<file path="src/rtl/jt49_div_sched.sv">
// jt49_div_sched
//
// Time-shared period divider for the JT49 frequency generators (tone A/B/C,
// noise, envelope). One W-bit counter/comparator is swept across NCH
// per-channel count registers once per core clock-enable tick. All
// per-channel divide pulses are emitted together, one clk after the sweep
// ends.
//
// Build option: define JT49_DIV_SCHED_OVR_EN to build the sticky overrun
// detector. Without it, overrun is tied 0 and ovr_clr is ignored.
//
// Ports:
//   clk          system clock
//   rst_n        synchronous active-low reset
//   cen          core clock enable; one tick = one divide step per channel
//   period       channel periods, channel i at [i*W +: W]; 0 = never pulse
//   cen_div      per-channel one-clk divide pulse
//   busy         sweep in progress or a sweep is pending
//   overrun      sticky flag: a cen tick was lost (OVR build only)
//   ovr_clr      clears overrun (OVR build only)
//   dbg_state_o  FSM state for debug (0 = IDLE, 1 = SWEEP)
//
// Handshake: cen is a single-cycle strobe with no back-pressure. A tick
// seen while sweeping is remembered in one pending slot; a second tick
// while that slot is full is lost.

module jt49_div_sched #(
  parameter int NCH = 5,
  parameter int W   = 16
) (
  input  logic             clk,
  input  logic             rst_n,
  input  logic             cen,
  input  logic [NCH*W-1:0] period,
  output logic [NCH-1:0]   cen_div,
  output logic             busy,
  output logic             overrun,
  input  logic             ovr_clr,
  output logic             dbg_state_o
);

  localparam int IW = (NCH > 1) ? $clog2(NCH) : 1;
  localparam logic [IW-1:0] LAST_IDX = IW'(NCH - 1);

  typedef enum logic {
    IDLE  = 1'b0,
    SWEEP = 1'b1
  } state_t;

  state_t         state_q;
  logic           pending_q;
  logic [IW-1:0]  idx_q;
  logic [W-1:0]   cnt_q [NCH];
  logic [NCH-1:0] hit_q;
  logic           last_q;   // last slot was processed on the previous edge
  logic [NCH-1:0] cen_div_q;

  // Current slot: the period is read only while its channel is being served.
  logic [W-1:0] per_sel;
  logic [W-1:0] cnt_sel;
  logic [W-1:0] cnt_d;
  logic         hit_d;
  logic         lost;

  always_comb begin
    per_sel = period[idx_q*W +: W];
    cnt_sel = cnt_q[idx_q];
    cnt_d   = cnt_sel + 1'b1;
    hit_d   = 1'b0;
    if (per_sel == '0) begin
      cnt_d = W'(1);
    end else if (cnt_sel >= per_sel) begin
      // >= so a period lowered below the running count reloads at once.
      cnt_d = W'(1);
      hit_d = 1'b1;
    end
  end

  // A tick arriving with the pending slot already full is dropped.
  assign lost = (state_q == SWEEP) && cen && pending_q;

  always_ff @(posedge clk) begin
    if (!rst_n) begin
      state_q   <= IDLE;
      pending_q <= 1'b0;
      idx_q     <= '0;
      hit_q     <= '0;
      last_q    <= 1'b0;
      cen_div_q <= '0;
      for (int i = 0; i < NCH; i++) cnt_q[i] <= W'(1);
    end else begin
      last_q    <= 1'b0;
      cen_div_q <= last_q ? hit_q : '0;
      case (state_q)
        IDLE: begin
          if (cen) begin
            state_q <= SWEEP;
            idx_q   <= '0;
          end
        end
        SWEEP: begin
          cnt_q[idx_q] <= cnt_d;
          hit_q[idx_q] <= hit_d;
          if (idx_q == LAST_IDX) begin
            last_q <= 1'b1;
            idx_q  <= '0;
            // A pending tick, or a tick on this very edge, restarts at once.
            if (pending_q || cen) begin
              pending_q <= 1'b0;
            end else begin
              state_q <= IDLE;
            end
          end else begin
            idx_q <= idx_q + 1'b1;
            if (cen) pending_q <= 1'b1;
          end
        end
        default: state_q <= IDLE;
      endcase
    end
  end

  assign cen_div     = cen_div_q;
  assign busy        = (state_q == SWEEP) || pending_q;
  assign dbg_state_o = (state_q == SWEEP);

`ifdef JT49_DIV_SCHED_OVR_EN
  logic ovr_q;

  // Clear wins over a simultaneous set.
  always_ff @(posedge clk) begin
    if (!rst_n)       ovr_q <= 1'b0;
    else if (ovr_clr) ovr_q <= 1'b0;
    else if (lost)    ovr_q <= 1'b1;
  end

  assign overrun = ovr_q;
`else
  logic unused_ovr;
  assign unused_ovr = ovr_clr ^ lost;
  assign overrun    = 1'b0;
`endif

endmodule

</file>
<file path="config.mk">
export PLATFORM = sky130hd
export DESIGN_NAME = jt49_div_sched
export DESIGN_NICKNAME = d
export VERILOG_FILES = /design/src/rtl/jt49_div_sched.sv
export SDC_FILE = /design/constraint.sdc
export NUM_CORES = 1
export LEC_CHECK = 0
export ABC_AREA = 1
export CORE_ASPECT_RATIO = 1.75
export CORE_MARGIN = 2
export CORE_UTILIZATION = 50
export CTS_CLUSTER_DIAMETER = 50
export DETAILED_ROUTE_END_ITERATION = 7
export GPL_TIMING_DRIVEN = 1
export PLACE_DENSITY = 0.72
export SYNTH_ARGS = -nofsm -noshare
export SYNTH_HDL_FRONTEND = slang
export SYNTH_SLANG_ARGS = --single-unit
</file>
<file path="constraint.sdc">
create_clock -name clk -period 5.1 [get_ports clk]
set_input_delay 1.02 -clock clk [delete_from_list [all_inputs] [get_ports clk]]
set_output_delay 1.02 -clock clk [all_outputs]
set_load 0.1 [all_outputs]
</file>
Word-level counts from Yosys, hierarchy flattened
Memory sizes are Yosys's and may differ from the RTL's. A register that Yosys moved wholly into a read port is not among the register bits.
Cells that the tools add are included.
- memories kept: 1
- logic and storage cells: 53
- register bits: 16
- output and inout port bits: 8
- input bits: 84
- memory bits (writable): 80
- order comparisons: 3
- shifts and indexed selects: 1
- muxes and demuxes: 27
- add/subtract/negate cells: 2
- equal/unequal tests: 3
- bitwise operators: 1
- reductions and logical operators: 9
- memory list (name ; depth ; width ; rd ports ; clocked after memory_dff ; write ports ; RTL line ; text):
    cnt_q ; 5 ; 16 ; 1 ; 1 ; 5 ; 53 ; logic [W-1:0] cnt_q [NCH];
- operators by type and width (cell ; count):
    $shiftx 80x8->16 ; 1
    $mux 16 ; 3
    $add 16x1->16 const B ; 1
    $ge 16x16->1 ; 1
    $logic_not 16->1 ; 1
    $reduce_or 16->1 ; 1
    $mux 1 ; 15
    $mux 3 ; 5
    $pmux 3 s2 ; 1
    $bwmux 5 ; 1
    $lt 3x4->1 const B ; 1
    $reduce_and 2->1 ; 2
    $add 3x1->3 const B ; 1
    $demux 1 s3 ; 1
    $eq 3x3->1 const B ; 1
    $ge 3x1->1 const B ; 1
    $reduce_and 3->1 ; 1
    $logic_or 1x1->1 ; 2
    $ne 2x1->1 const B ; 1
    $ne 2x2->1 const B ; 1
    $pmux 1 s2 ; 1
    $reduce_bool 2->1 ; 1
    $logic_and 1x1->1 ; 1
    $not 1->1 ; 1

Depth between registers and ports, before layout
- depth in word-level cells: 5
- gate-level depth with buffers: 22
- mapped depth without buffers: 20

Least setup slack after synthesis
OpenSTA, ideal clock, no wires.
- path type: register to register
- from: reg with a tool-made name
- to: mem cnt_q[5][0] (data pin)
- arrival: 2.672 ns
- buffers on the path: 3
- library setup time: 0.264 ns
- stages on the path, launching flop included: 17
- data required time: 4.836 ns
- setup slack: 2.164 ns
- clock period less this slack: 2.936 ns
- path through: dfxtp_1 -> buf_2 -> buf_2 -> buf_2 -> o21ai_0 -> o22ai_1 -> inv_1 -> o21ai_0 -> ha_1 -> a21oi_1 -> o21ai_0 -> a21oi_1 -> nand3_1 -> inv_1 -> nand2_2 -> nor2_2 -> inv_1
- RTL lines (what ; RTL line):
    end, declared ; 53

==> results.md <==
- Run status: completed
- Fin util: 60.61%
- Detail Placement HPWL: around 16 mm
- Final setup TNS: 0 ns
- Area Overhead vs Synth: 18.66%
- Post-synthesis sequential area ratio: between 40% and 50%
- Top Ports: between 90 and 100
- Critical path data arrival time: 4.02 ns
- Setup Viol. Count Final: 0
- Max-cap violations: 0
- R2R setup slack: 1.25 ns
- Cell count after synthesis: 1157
- # resized after CTS: 0
- DR iter-0 viols: 519
- Share of the synthesized area in the top cell type: 44.20%
- Reg2Reg Capture Point: cnt_q[5][0]
- DRC: 0
- Synth Register Bits: 147
- CP max-delay cell: o21ai_0
- Layout Nets: 1333
- Die Ht: 178.5 um
- Hold_sp: hit_q[4]
- Grt total ovfl: 0
- Maximum level of the CTS H-tree: 4
- Initial antenna violation count: 0
- Worst stage delay on the critical path: 0.50 ns
- Post-route minimum period: 3.848 ns
- Fin. max-slew vios: 0
- Worst-path clk slew: about 0.06 ns
- Crit-path cells: inv_1 -> buf_4 -> o21ai_0 -> o22ai_1 -> inv_1 -> o21ai_0 -> ha_1 -> a21oi_1 -> o21ai_0 -> a21oi_1 -> nand3_1 -> inv_1 -> nand2_2 -> nor2_2 -> inv_1
- Crit end category: flop
- Syn avg cell area: 7.517 um^2
- First-pass GRT wire length: approximately 37 mm
- Clk_lat worst skew: 0.43 ns
- Peak Freq: 259.8 MHz
- Row count: 63
- Clk buf depth: 2
- Root Driver: clkbuf_16
- Hold depth: 2
- Post-synth cell types: 29
- PwrDens: 318.7 mW/mm^2
- Die ar.: 0.01851 mm^2
- Fin area: 0.01032 mm^2
- WHS Endpoint: cen_div[4]
- YS warnings: 0
- Slew headroom: 35.05%
- Synth area leader: edfxtp_1
- Worst-margin pin slew: 0.9713 ns
- CTS Hold Buffers Added: 0
- Number of global-route vias before repair: 7471
- Antenna diodes: 0
- Synthesized area: 0.008697 mm^2
- CP Max Fanout: 19
- Most frequent cells in the layout: 395 x nand2_1, 150 x inv_1, 147 x nor2_1, 141 x nand3_1, 128 x edfxtp_1
- Starting Density: 51.08%
- Most common cell after layout, fill and taps aside: nand2_1
- Fin crit share: 75.46%
- Post-route ant nets: 0
- Largest net degree at the start of global routing: 44
- Core area: approximately 0.017 mm^2
- DP Area: 0.009728 mm^2
- Clk_skew: between 0.01 and 0.015 ns
- Hold crit path type: flop to flop
- Cells on worst reg2reg path: 15
- Pleak: 4.640 nW
- Most numerous cell on the critical path: inv_1
- GP Congestion: about 0.88
- DR WL/cell: about 16 um
- Setup repair bufs after CTS: 0
- GRT Total Usage: 25.98%
- Die width: 103.7 um
- CTS tree: yes
- Final hold viol count: 0
- Via count: approximately 7600
- DR pass1 iterations: 6
- Worst Path Required: around 5.3 ns
- Peak VDD IR: 0.2498 mV
- Crit Path Category: flop to flop
- RSZ-0062 raised after global routing: false
- Share of layout cells above drive strength 1: 6.356%
- Clock Sinks: roughly 150
- CTS Buf Count: 17
- # port buffers: 89
- Final wirelength: about 23 mm
- Crit path launch type: flop
- Vias per cell: 5.203
- Syn nets: about 1300
- Synth top area cells: edfxtp_1 44%, nand2_1 17%, nand3_1 8.1%
metrics by stage:
stage               setup slack (ns)  std cells  power [mW]  hold WS [ns]
floorplan                      2.164       1157       1.857        0.4087
global placement               1.069       1438       2.048        0.4255
detailed placement             1.036       1438       2.066        0.4236
CTS                            1.221       1470       3.291        0.4336
global route                  0.8138       1470       3.423        0.4471
finish                         1.252       1470       3.289        0.4323
synth_stat cells (all sizes together):
cell type  number
o21ai          14
o22ai           2
conb            1
nor4            1
a311oi          1
inv           155
ha             19
nand4           8
xor2            2
nor2          156
clkbuf         12
dfxtp          19
edfxtp        128
o21a            1
nor3           24
nand3         148
a211oi          1
buf            39
a21oi          22
nand2         404
report_power, final:
part           internal (mW)  switching, mW  total [mW]  leakage [nW]
clock network          0.737          0.507        1.24         0.285
logic                  0.216          0.447       0.663          2.95
registers               1.37         0.0149        1.38          1.40
worst max-delay path: cells and delay by family, from the launching register on:
family / cells / cell delay, ns
and+or+nand+nor: 3 / 0.87
DFF: 1 / 0.45
AOI/OAI and AO/OA: 6 / 1.15
buffers and inverters: 5 / 0.73
adders and majority gates: 1 / 0.36
area by class of cell:
type / count / area, um^2
timing repair buffer: 105 / 1023
tap: 227 / 284.0
fill: 1548 / 6706
clock buffer: 18 / 439.2
sequential: 147 / 4225
multi-input combinational: 804 / 3608
inverter: 155 / 586.8
clock inverter: 14 / 152.6
state kept, by name (all words and copies together) (netlist names), named ones only:
register,cells
dbg_state_o,1
last_q,1
idx_q,3
cnt_q,128
hit_q,5
cen_div,5
pending_q,1
kinds of logic (layout without fill, tap and decap cells):
logic type | count (synthesis) | after routing | share of synthesized area, %
AO/OA/AOI/OAI | 41 | 41 | 2.489
XOR/XNOR | 2 | 2 | 0.2014
adder cells (fa/ha/maj) | 19 | 19 | 2.733
buffers and inverters | 206 | 292 | 9.941
flip-flops | 147 | 147 | 48.57
other | 1 | 1 | 0.04312
AND/OR/NAND/NOR | 741 | 741 | 36.02
per-layer routing:
metal  GRT usage, %  share of wire (%)  wire [um]  vias to the layer above
li1               -                  -          -                     3820
met1          26.19                 35       8131                     3480
met2          51.16                 56      13010                      273
met3          3.434                4.5       1054                       76
met4          14.13                4.4       1022                        0
met5              0                  0          0                        -
worst max path at each step:
stage / from / end / slack [ns] / cells after the start
floorplan: flop / cnt_q[5][0] / 2.16 / 16
global placement: period[75] / cnt_q[6][0] / 1.07 / 15
detailed placement: period[75] / cnt_q[5][0] / 1.04 / 15
CTS: flop / cnt_q[6][0] / 1.22 / 15
global route: flop / cnt_q[6][0] / 0.81 / 15
finish: flop / cnt_q[5][0] / 1.25 / 15
No activity file was read; power rests on OpenSTA's default activity.
